## src/rtl/pythag_leg_solver_if.sv

```systemverilog
// ----------------------------------------------------------------------------
// pythag_leg_solver_if
// Operand/result bundle for the inverse-Pythagoras unit.
//   start : request pulse, only honoured while the unit is idle
//   h, a  : hypotenuse and known leg (unsigned, W bits), latched on accept
//   busy  : high from the accept edge until done is deasserted
//   done  : one-cycle pulse; b/exact/err valid from this cycle onward
//   b     : floor(sqrt(h^2 - a^2))
//   exact : h^2 - a^2 is a perfect square
//   err   : a > h (b and exact forced to 0)
// Modports: master drives the request, slave is the solver.
// ----------------------------------------------------------------------------
interface pythag_leg_solver_if #(
    parameter int W = 8
);
    logic         start;
    logic [W-1:0] h;
    logic [W-1:0] a;
    logic         busy;
    logic         done;
    logic [W-1:0] b;
    logic         exact;
    logic         err;

    modport master (
        output start, h, a,
        input  busy, done, b, exact, err
    );

    modport slave (
        input  start, h, a,
        output busy, done, b, exact, err
    );
endinterface

```

## src/rtl/pythag_leg_solver.sv

```systemverilog
// ----------------------------------------------------------------------------
// pythag_leg_solver
// Sequential b = floor(sqrt(h^2 - a^2)) with exactness and error flags.
// Two shift-add squarers run in parallel (W cycles), one subtract cycle,
// then a restoring digit-by-digit square root (W cycles, 2 bits per cycle).
// Latency is fixed: done is high 2W+2 cycles after the accept edge.
// Ports:
//   clk : rising-edge clock
//   rst : synchronous active-high reset, aborts any operation in flight
//   bus : pythag_leg_solver_if slave modport (start/h/a in, results out)
// ----------------------------------------------------------------------------
module pythag_leg_solver #(
    parameter int W = 8
) (
    input  logic                  clk,
    input  logic                  rst,
    pythag_leg_solver_if.slave    bus
);
    localparam int CW = (W > 1) ? $clog2(W) : 1;

    typedef enum logic [2:0] {
        S_IDLE,
        S_MUL,
        S_SUB,
        S_ROOT,
        S_FIN
    } state_t;

    state_t           r_state;
    logic [CW-1:0]    r_cnt;
    logic [W-1:0]     r_h;
    logic [W-1:0]     r_a;

    // Index 0 squares h, index 1 squares a.
    logic [2*W-1:0]   r_mcand [2];
    logic [W-1:0]     r_mult  [2];
    logic [2*W-1:0]   r_sq    [2];
    logic [2*W-1:0]   w_sq_next [2];

    logic             r_err_int;
    logic [2*W-1:0]   r_d;
    logic [W+1:0]     r_rem;
    logic [W-1:0]     r_root;

    logic             r_busy;
    logic             r_done;
    logic [W-1:0]     r_b;
    logic             r_exact;
    logic             r_err;

    // One shift-add step per squarer: add the shifted multiplicand when the
    // current multiplier LSB is set.
    generate
        for (genvar gi = 0; gi < 2; gi++) begin : g_sq
            assign w_sq_next[gi] = r_sq[gi] + (r_mult[gi][0] ? r_mcand[gi] : '0);
        end
    endgenerate

    // Restoring root step: bring down the next pair of d and try to subtract
    // 4*root + 1. The kept remainder never exceeds 2*root, so W+2 bits hold it.
    logic [1:0]       w_pair;
    logic [W+3:0]     w_shift;
    logic [W+3:0]     w_sub;
    logic             w_ge;
    logic [W+1:0]     w_trial;
    logic [W+1:0]     w_rem_next;
    logic [W-1:0]     w_root_next;

    assign w_pair      = r_d[2*W-1 -: 2];
    assign w_shift     = {r_rem, w_pair};
    assign w_sub       = {2'b00, r_root, 2'b01};
    assign w_ge        = (w_shift >= w_sub);
    assign w_trial     = w_shift[W+1:0] - w_sub[W+1:0];
    assign w_rem_next  = w_ge ? w_trial : w_shift[W+1:0];
    assign w_root_next = {r_root[W-2:0], w_ge};

    always_ff @(posedge clk) begin
        if (rst) begin
            r_state   <= S_IDLE;
            r_cnt     <= '0;
            r_h       <= '0;
            r_a       <= '0;
            for (int i = 0; i < 2; i++) begin
                r_mcand[i] <= '0;
                r_mult[i]  <= '0;
                r_sq[i]    <= '0;
            end
            r_err_int <= 1'b0;
            r_d       <= '0;
            r_rem     <= '0;
            r_root    <= '0;
            r_busy    <= 1'b0;
            r_done    <= 1'b0;
            r_b       <= '0;
            r_exact   <= 1'b0;
            r_err     <= 1'b0;
        end else begin
            case (r_state)
                S_IDLE: begin
                    if (bus.start) begin
                        r_h        <= bus.h;
                        r_a        <= bus.a;
                        r_mcand[0] <= {{W{1'b0}}, bus.h};
                        r_mult[0]  <= bus.h;
                        r_mcand[1] <= {{W{1'b0}}, bus.a};
                        r_mult[1]  <= bus.a;
                        r_sq[0]    <= '0;
                        r_sq[1]    <= '0;
                        r_cnt      <= CW'(W - 1);
                        r_busy     <= 1'b1;
                        r_b        <= '0;
                        r_exact    <= 1'b0;
                        r_err      <= 1'b0;
                        r_state    <= S_MUL;
                    end
                end

                S_MUL: begin
                    for (int i = 0; i < 2; i++) begin
                        r_sq[i]    <= w_sq_next[i];
                        r_mcand[i] <= r_mcand[i] << 1;
                        r_mult[i]  <= r_mult[i] >> 1;
                    end
                    if (r_cnt == '0) begin
                        r_state <= S_SUB;
                    end else begin
                        r_cnt <= r_cnt - 1'b1;
                    end
                end

                S_SUB: begin
                    // Direct operand compare; forcing d to 0 keeps the root
                    // datapath free of negative values.
                    r_err_int <= (r_a > r_h);
                    r_d       <= (r_a > r_h) ? '0 : (r_sq[0] - r_sq[1]);
                    r_rem     <= '0;
                    r_root    <= '0;
                    r_cnt     <= CW'(W - 1);
                    r_state   <= S_ROOT;
                end

                S_ROOT: begin
                    r_rem  <= w_rem_next;
                    r_root <= w_root_next;
                    r_d    <= r_d << 2;
                    if (r_cnt == '0) begin
                        // Results are registered on the edge entering FIN so
                        // that done and the data are visible together.
                        r_b     <= w_root_next;
                        r_exact <= (w_rem_next == '0) & ~r_err_int;
                        r_err   <= r_err_int;
                        r_done  <= 1'b1;
                        r_state <= S_FIN;
                    end else begin
                        r_cnt <= r_cnt - 1'b1;
                    end
                end

                S_FIN: begin
                    r_done  <= 1'b0;
                    r_busy  <= 1'b0;
                    r_state <= S_IDLE;
                end

                default: begin
                    r_state <= S_IDLE;
                    r_busy  <= 1'b0;
                    r_done  <= 1'b0;
                end
            endcase
        end
    end

    assign bus.busy  = r_busy;
    assign bus.done  = r_done;
    assign bus.b     = r_b;
    assign bus.exact = r_exact;
    assign bus.err   = r_err;

endmodule

```

## src/flat_wrapper.sv

```systemverilog
// flat-port wrapper written by rule: the top's interface ports become plain ports
module pythag_leg_solver_flat 
#(
    parameter int W = 8
)
  (clk, rst, bus_start, bus_h, bus_a, bus_busy, bus_done, bus_b, bus_exact, bus_err);
  pythag_leg_solver_if #(.W(W)) bus_i ();
  input  logic clk;
  input  logic rst;
  input wire logic [$bits(bus_i.start)-1:0] bus_start;
  input wire logic [$bits(bus_i.h)-1:0] bus_h;
  input wire logic [$bits(bus_i.a)-1:0] bus_a;
  output wire logic [$bits(bus_i.busy)-1:0] bus_busy;
  output wire logic [$bits(bus_i.done)-1:0] bus_done;
  output wire logic [$bits(bus_i.b)-1:0] bus_b;
  output wire logic [$bits(bus_i.exact)-1:0] bus_exact;
  output wire logic [$bits(bus_i.err)-1:0] bus_err;
  assign bus_i.start = bus_start;
  assign bus_i.h = bus_h;
  assign bus_i.a = bus_a;
  assign bus_busy = bus_i.busy;
  assign bus_done = bus_i.done;
  assign bus_b = bus_i.b;
  assign bus_exact = bus_i.exact;
  assign bus_err = bus_i.err;
  pythag_leg_solver #(.W(W)) u_core (.clk(clk), .rst(rst), .bus(bus_i));
endmodule
```

## config.mk

```make
export PLATFORM = sky130hd
export DESIGN_NAME = pythag_leg_solver_flat
export DESIGN_NICKNAME = d
export VERILOG_FILES = /design/src/rtl/pythag_leg_solver_if.sv /design/src/rtl/pythag_leg_solver.sv /design/src/flat_wrapper.sv
export SDC_FILE = /design/constraint.sdc
export NUM_CORES = 1
export LEC_CHECK = 0
export ABC_AREA = 1
export ABC_CLOCK_PERIOD_IN_PS = 3830
export CORE_MARGIN = 2
export CORE_UTILIZATION = 35
export DETAILED_ROUTE_END_ITERATION = 16
export DONT_BUFFER_PORTS = 1
export MAX_ROUTING_LAYER = met4
export PLACE_DENSITY_LB_ADDON = 0.08
export SYNTH_ARGS = -nofsm -noshare
export SYNTH_HDL_FRONTEND = slang
export SYNTH_SLANG_ARGS = --single-unit
```

## constraint.sdc

```tcl
create_clock -name clk -period 3.83 [get_ports clk]
set_input_delay 0.5745 -clock clk [delete_from_list [all_inputs] [get_ports clk]]
set_output_delay 0.5745 -clock clk [all_outputs]
set_load 0.01 [all_outputs]
```

==> results of run 1 <==
[logic make-up after synthesis]
group / after synthesis / share of synthesized area
AND/OR/NAND/NOR: 462 / 0.222
AO/OA/AOI/OAI: 238 / 0.147
buffers and inverters: 222 / 0.0956
flip-flops: 149 / 0.422
adder cells (fa/ha/maj): 68 / 0.0974
XOR/XNOR: 16 / 0.0156
[final cells by class]
| class | instances | share of cell area |
|---|---|---|
| clock buffer | 20 | 0.0484 |
| multi-input combinational | 784 | 0.438 |
| tap | 330 | 0.0417 |
| timing repair buffer | 6 | 0.00455 |
| inverter | 190 | 0.0721 |
| sequential | 149 | 0.382 |
| clock inverter | 12 | 0.0129 |
[power by group through the flow]
stage / registers [mW] / clock network, mW / logic [mW]
after floorplan: 2.03 / 0 / 1.15
after global routing: 2.09 / 1.81 / 1.65
after detailed placement: 2.10 / 0 / 1.44
after CTS: 2.06 / 1.75 / 1.45
after global placement: 2.10 / 0 / 1.44
final: 2.06 / 1.70 / 1.42
[worst max-delay path, cell delays in order, from the launching register on]
cell and delay [ns]:
edfxtp_1 0.62, nand2_1 0.14, inv_1 0.05, ha_1 0.16, inv_1 0.09, fa_1 0.16
inv_1 0.05, nand3_1 0.08, nand3_1 0.10, a21oi_1 0.30, nor2_1 0.07, o21ai_0 0.29
o21ai_0 0.15, o21ai_0 0.15, a21oi_1 0.06
[registers in the layout, summed over array words and instances (netlist names), 3 cells and up]
register / count
u_core.r_d: 16
u_core.r_sq: 32
u_core.r_a: 8
u_core.r_state: 3
u_core.r_rem: 10
u_core.r_mult: 16
u_core.r_h: 8
u_core.r_mcand: 32
u_core.bus.b: 8
u_core.r_root: 8
u_core.r_cnt: 3
[placed cells by master, fill, tap and decap left out, types with 4 or more instances in the layout]
master and n:
nand2_1 271, inv_1 181, a21oi_1 113, edfxtp_1 80, nor2_1 75, o21ai_0 70, dfxtp_1 69, ha_1 65
nand3_1 54, clkbuf_16 19, nand4_1 14, a31oi_1 11, or2_1 11, xor2_1 11, a21o_1 9, inv_2 8
or2_2 8, nand2_2 8, o22ai_1 8, nor3_1 7, o21bai_1 6, buf_4 6, xnor2_1 5, o31ai_1 4
inv_8 4
[per-stage QoR]
stage / instances / hold WS (ns)
floorplan: 1155 / 0.423
global placement: 1459 / 0.438
detailed placement: 1459 / 0.441
CTS: 1491 / 0.185
global route: 1491 / 0.183
finish: 1491 / 0.217
[metal layers]
layer	global-route usage	vias to the layer above	wire length, um
li1	-	3787	-
met1	0.227	3275	10800
met2	0.264	54	9570
met3	0.0288	12	423
met4	0.0383	0	185
met5	-	-	0
[final timing paths]
path	start	cells after the start	endpoint	slack, ns
setup / recovery	u_core.r_mult[0][0]	14	u_core.r_sq[0][12]	1.10
hold reg to reg	u_core.r_cnt[0]	1	u_core.r_cnt[0]	0.45
setup reg to reg	u_core.r_mult[0][0]	14	u_core.r_sq[0][12]	1.10
hold / removal	rst	1	u_core.bus.done	0.22
==> flow_summary_export.csv, run 1 <==
group,metric,value,unit
clocking,postCtsHoldBufs,0,
critical_path,crit_path_start_kind,"register",
route,drtPass1Iterations,5,
clocking,cts-buffers-inserted,17,
route,routedWlPerCell,14.1,um
timing,clock_skew,0.0120,ns
floorplan,initial_core_util,0.356,
place,gp_congestion,0.837,
yosys,synth-edff-count,80,
route,routed_wl,21000,um
critical_path,cp_data_arrival_time,2.90,ns
yosys,ys.flop_type,"edfxtp_1",
cells_and_area,multiInputGateArea,4340,um^2
floorplan,dieArea,26900,um^2
critical_path,crit_type,"register to register",
floorplan,die_height,164,um
cells_and_area,post-route-util,0.393,
yosys,synth.distinct_cells,46,
floorplan,coreArea,25200,um^2
clocking,cts_max_level,4,
place,post-dp-hpwl,15800,um
timing,slew_headroom,0.454,
clocking,postCtsSetupBuffers,0,
yosys,yosysMostFrequentCell,"nand2_1",
yosys,ys_warn_count,0,
cells_and_area,fill_cells,2699,
cells_and_area,fin_area,9900,um^2
yosys,synth.avg_cell_area,7.76,um^2
floorplan,rows,58,
route,drc,0,
yosys,syn_area,8960,um^2
timing,rsz0062_at_grt,"no",
yosys,async_flop_share,0,
global_routing,grt_pass1_vias,6850,
clocking,cts_root_buf,"clkbuf_16",
run_status,status,"completed",
job,drv_cap,0,
timing,fin_crit_sh,0.712,
critical_path,cp-end-kind,"register",
clocking,cts.sinks,149,
timing,worstMarginPinSlew,0.818,ns
critical_path,crit_fanout,16,
timing,min_period,2.73,ns
power_and_ir_drop,peakVddDrop,0.281,mV
place,port_buffers,0,
route,vias_per_cell,4.78,
clocking,path_clk_slew,0.06,ns
power_and_ir_drop,p_leak,4.56,nW
hold_path,hp-class,"input port to register",
global_routing,antenna_found_initial,0,
global_routing,grt_start_max_net_pins,48,
clocking,clock_path_buffers,2,
power_and_ir_drop,p_comb_frac,0.274,
power_and_ir_drop,p_int,3.34,mW
yosys,ys_seq_area_frac,0.422,
power_and_ir_drop,power_switching_share,0.354,
floorplan,ios,31,
timing,finalSetupViolCount,0,
cells_and_area,drive_gt1_frac,0.0689,
timing,drv_slew,0,
yosys,yosysTopAreaCell,"edfxtp_1",
power_and_ir_drop,pwr-share-clk,0.328,
place,pre_cts_slack,1.10,ns
route,vias,7128,
global_routing,grt_pass1_wl,34700,um
clocking,cts_resized,0,
cells_and_area,seq_area,3780,um^2
yosys,netlist.area_leader.share,0.268,
route,ant_nets,0,
power_and_ir_drop,netSwitchingPower,1.83,mW
cells_and_area,area_growth,10.4,%
timing,timing.fmax,0.366,GHz
cells_and_area,fin_nets,1235,
floorplan,die_x,164,um
yosys,yosys-top-cells-count,"nand2_1 (271), inv_1 (181), a21oi_1 (113)",
yosys,synthTopCellsByArea,"edfxtp_1 (27%), dfxtp_1 (15%), nand2_1 (11%), ha_1 (9.1%), inv_1 (7.6%)",
global_routing,grt-ovfl-total,0,
power_and_ir_drop,p_per_area,523,nW/um^2
global_routing,grtUsageTotal,0.168,
clocking,clkLatencyLatePin,0.43,ns
power_and_ir_drop,power.total,5.17,mW
route,drt_first_iter_violations,356,
timing,fin_setup_tns,0,ns
timing,final.setup.worst_slack,1.10,ns
yosys,syn_inst,1155,
yosys,synth_nets,1242,
timing,finalHoldViolCount,0,
yosys,ys_ff_latch,149,
place,dpl_cell_area,9290,um^2
critical_path,crit_required,4.00,ns
power_and_ir_drop,power_frac_seq,0.398,
cells_and_area,num_antenna_cells,0,
clocking,cts_tree,"yes",
(Power assumes the default switching activity.)
==> run 2, diff against run 1 <==
--- a/config.mk
+++ b/config.mk
@@ -6,7 +6,7 @@
 export NUM_CORES = 1
 export LEC_CHECK = 0
 export ABC_AREA = 1
-export ABC_CLOCK_PERIOD_IN_PS = 3830
+export ABC_CLOCK_PERIOD_IN_PS = 2600
 export CORE_MARGIN = 2
 export CORE_UTILIZATION = 35
 export DETAILED_ROUTE_END_ITERATION = 16
==> constraint.sdc (replaced) <==
create_clock -name clk -period 2.6 [get_ports clk]
set_input_delay 0.39 -clock clk [delete_from_list [all_inputs] [get_ports clk]]
set_output_delay 0.39 -clock clk [all_outputs]
set_load 0.01 [all_outputs]
==> run 2 against run 1 <==
  * Via count grew 1.0%
  * First-iteration DRC count increased by 54%
  * Total power is 49% higher
  * Combinational power is 53% higher
  * Highest routed layer unchanged
  * Final area up 1.3%
  * Clock skew increased by 0.0070 ns
  * Non-clock buffer count up 13
  * Core utilization is 0.52 points higher
  * Die area unchanged
  * Clock-buffer cell count shrank 1
  * Final cell count increased by 0.87%
  * Critical path type unchanged
==> flow_summary_export.csv, run 2 (synthesis gave the netlist of run 1 again) <==
group,metric,value,unit
critical_path,crit_type,"register to register",
clocking,clkLatencyLatePin,0.43,ns
clocking,cts_root_buf,"clkbuf_16",
critical_path,r2r_cells,17,
route,drt_first_iter_violations,550,
timing,fin_setup_tns,0,ns
route,vias,7199,
global_routing,antenna_found_initial,0,
route,ant_nets,0,
timing,clock_skew,0.0190,ns
cells_and_area,fin_area,10000,um^2
timing,finalSetupViolCount,0,
timing,worstMarginPinSlew,0.797,ns
hold_path,hp-start,"rst",
cells_and_area,area_growth,11.9,%
critical_path,cp-startpoint,"u_core.r_mult[0][8]",
cells_and_area,largest_registers,"u_core.r_mcand (32), u_core.r_sq (32)",
timing,slew_headroom,0.468,
critical_path,r2r_end,"u_core.r_sq[0][28]",
critical_path,cp_data_arrival_time,2.55,ns
cells_and_area,fill_cells,2619,
timing,drv_slew,0,
critical_path,crit_required,2.78,ns
cells_and_area,fin_nets,1248,
clocking,clock_path_buffers,2,
hold_path,min_delay_path_depth,1,
global_routing,grt_use_met2,0.275,
clocking,cts-buffers-inserted,17,
global_routing,grt_busiest_layer,"met2",
floorplan,die_height,164,um
route,routed_wl,21600,um
critical_path,r2r-start,"u_core.r_mult[0][8]",
critical_path,crit_fanout,4,
global_routing,grt_use_met1,0.237,
power_and_ir_drop,p_per_area,770,nW/um^2
timing,timing.fmax,0.422,GHz
critical_path,crit_path_start_kind,"register",
global_routing,grt_util_met3,0.0260,
timing,min_period,2.37,ns
hold_path,whs_endpoint,"u_core.r_state[2]",
floorplan,die_x,164,um
power_and_ir_drop,peakVddDrop,0.378,mV
global_routing,grt_pass1_vias,6999,
floorplan,dieArea,26900,um^2
clocking,cts_max_level,4,
critical_path,cp-end-kind,"register",
global_routing,grt_pass1_wl,36000,um
global_routing,grtUsageTotal,0.175,
cells_and_area,num_antenna_cells,0,
route,drtPass1Iterations,5,
critical_path,ff2ff_setup_slack,0.23,ns
job,drv_cap,0,
cells_and_area,drive_gt1_frac,0.0775,
cells_and_area,final_common_cell,"nand2_1",
clocking,path_clk_slew,0.07,ns
floorplan,ios,31,
place,gp_congestion,0.835,
floorplan,coreArea,25200,um^2
place,dpl_cell_area,9390,um^2
power_and_ir_drop,p_leak,4.63,nW
timing,rsz0062_at_grt,"yes",
place,port_buffers,0,
timing,fin_crit_sh,0.912,
place,post-dp-hpwl,16000,um
run_status,status,"completed",
route,drc,0,
cells_and_area,final_cell_mix,"nand2_1 (271), inv_1 (181), a21oi_1 (113)",
clocking,cts.sinks,149,
route,vias_per_cell,4.79,
global_routing,grt-ovfl-total,0,
hold_path,hp-class,"input port to register",
clocking,cts_tree,"yes",
timing,finalHoldViolCount,0,
route,routedWlPerCell,14.4,um
floorplan,rows,58,
floorplan,initial_core_util,0.356,
place,pre_cts_slack,0.172,ns
global_routing,grt_start_max_net_pins,69,
timing,final.setup.worst_slack,0.228,ns
## run 2: cell types whose count changed in the layout (fill, tap and decap cells not counted), sizes merged
cell	previous run	this run
buf	6	16
clkbuf	20	19
clkinv	5	7
dlygate4sd3	0	3
inv	197	196
## run 2: worst max path at each step
stage | to | slack, ns | cells past startpoint
after floorplan | u_core.r_sq[0][12] | 0.21 | 13
after global placement | u_core.r_sq[0][28] | 0.20 | 17
after detailed placement | u_core.r_sq[0][28] | 0.17 | 17
after CTS | u_core.r_sq[0][28] | 0.16 | 17
after global routing | u_core.r_sq[0][28] | -0.04 | 17
final | u_core.r_sq[0][28] | 0.23 | 17
## run 2: area by class of cell
type | instances | area (um^2) | area share
flip-flops and latches | 149 | 3780 | 0.377
multi-input cells | 784 | 4340 | 0.433
inverters | 190 | 713 | 0.0711
clock buffers | 19 | 475 | 0.0474
well taps | 330 | 413 | 0.0412
repair buffers | 19 | 175 | 0.0175
clock inverters | 13 | 129 | 0.0128
## run 2: critical path: stages, from the launching register on
cell      delay (ns)
edfxtp_1        0.39
nand2_1         0.07
inv_1           0.05
ha_1            0.15
inv_1           0.05
fa_1            0.35
inv_1           0.09
nand3_1         0.07
nand2_1         0.07
inv_1           0.06
o21bai_2        0.18
nand3_1         0.13
nand3_1         0.09
nand2_1         0.08
o21ai_1         0.15
nand2_1         0.07
nand2_1         0.06
nor2_1          0.03
## run 2: power breakdown
group          switching, mW  total (mW)  internal [mW]  leakage (nW)
Combinational           1.42        2.17          0.755          2.88
Clock                   1.14        2.53           1.38         0.298
Sequential             0.196        3.02           2.82          1.45
## run 2: repair_timing
item | in CTS | in global routing
gates resized for setup | 0 | 3
buffers inserted | 0 | 0
hold endpoints to repair | 6 | 1
hold buffers | 2 | 1
setup endpoints to repair | 0 | 3
## run 2: per-layer routing
layer	wire length (um)	vias to the layer above	share of wire
li1	-	3811	-
met1	11000	3286	0.51
met2	9900	85	0.46
met3	495	17	0.023
met4	228	0	0.011
met5	0	-	0
## run 2: per-stage QoR
step	util	instances	total power, mW	hold WS [ns]
after floorplan	-	1155	4.69	0.423
after global placement	0.373	1469	5.26	0.442
after detailed placement	0.373	1469	5.26	0.451
after CTS	0.398	1503	7.82	0.000146
after global routing	0.398	1504	8.28	0.00781
final	0.398	1504	7.72	0.0297
==> run 3, diff against run 2 <==
--- a/config.mk
+++ b/config.mk
@@ -11,6 +11,7 @@
 export CORE_UTILIZATION = 35
 export DETAILED_ROUTE_END_ITERATION = 16
 export DONT_BUFFER_PORTS = 1
+export GPL_ROUTABILITY_DRIVEN = 1
 export MAX_ROUTING_LAYER = met4
 export PLACE_DENSITY_LB_ADDON = 0.08
 export SYNTH_ARGS = -nofsm -noshare
==> results of run 3 <==
Final layout, timing and power as in run 2 (identical DEF).
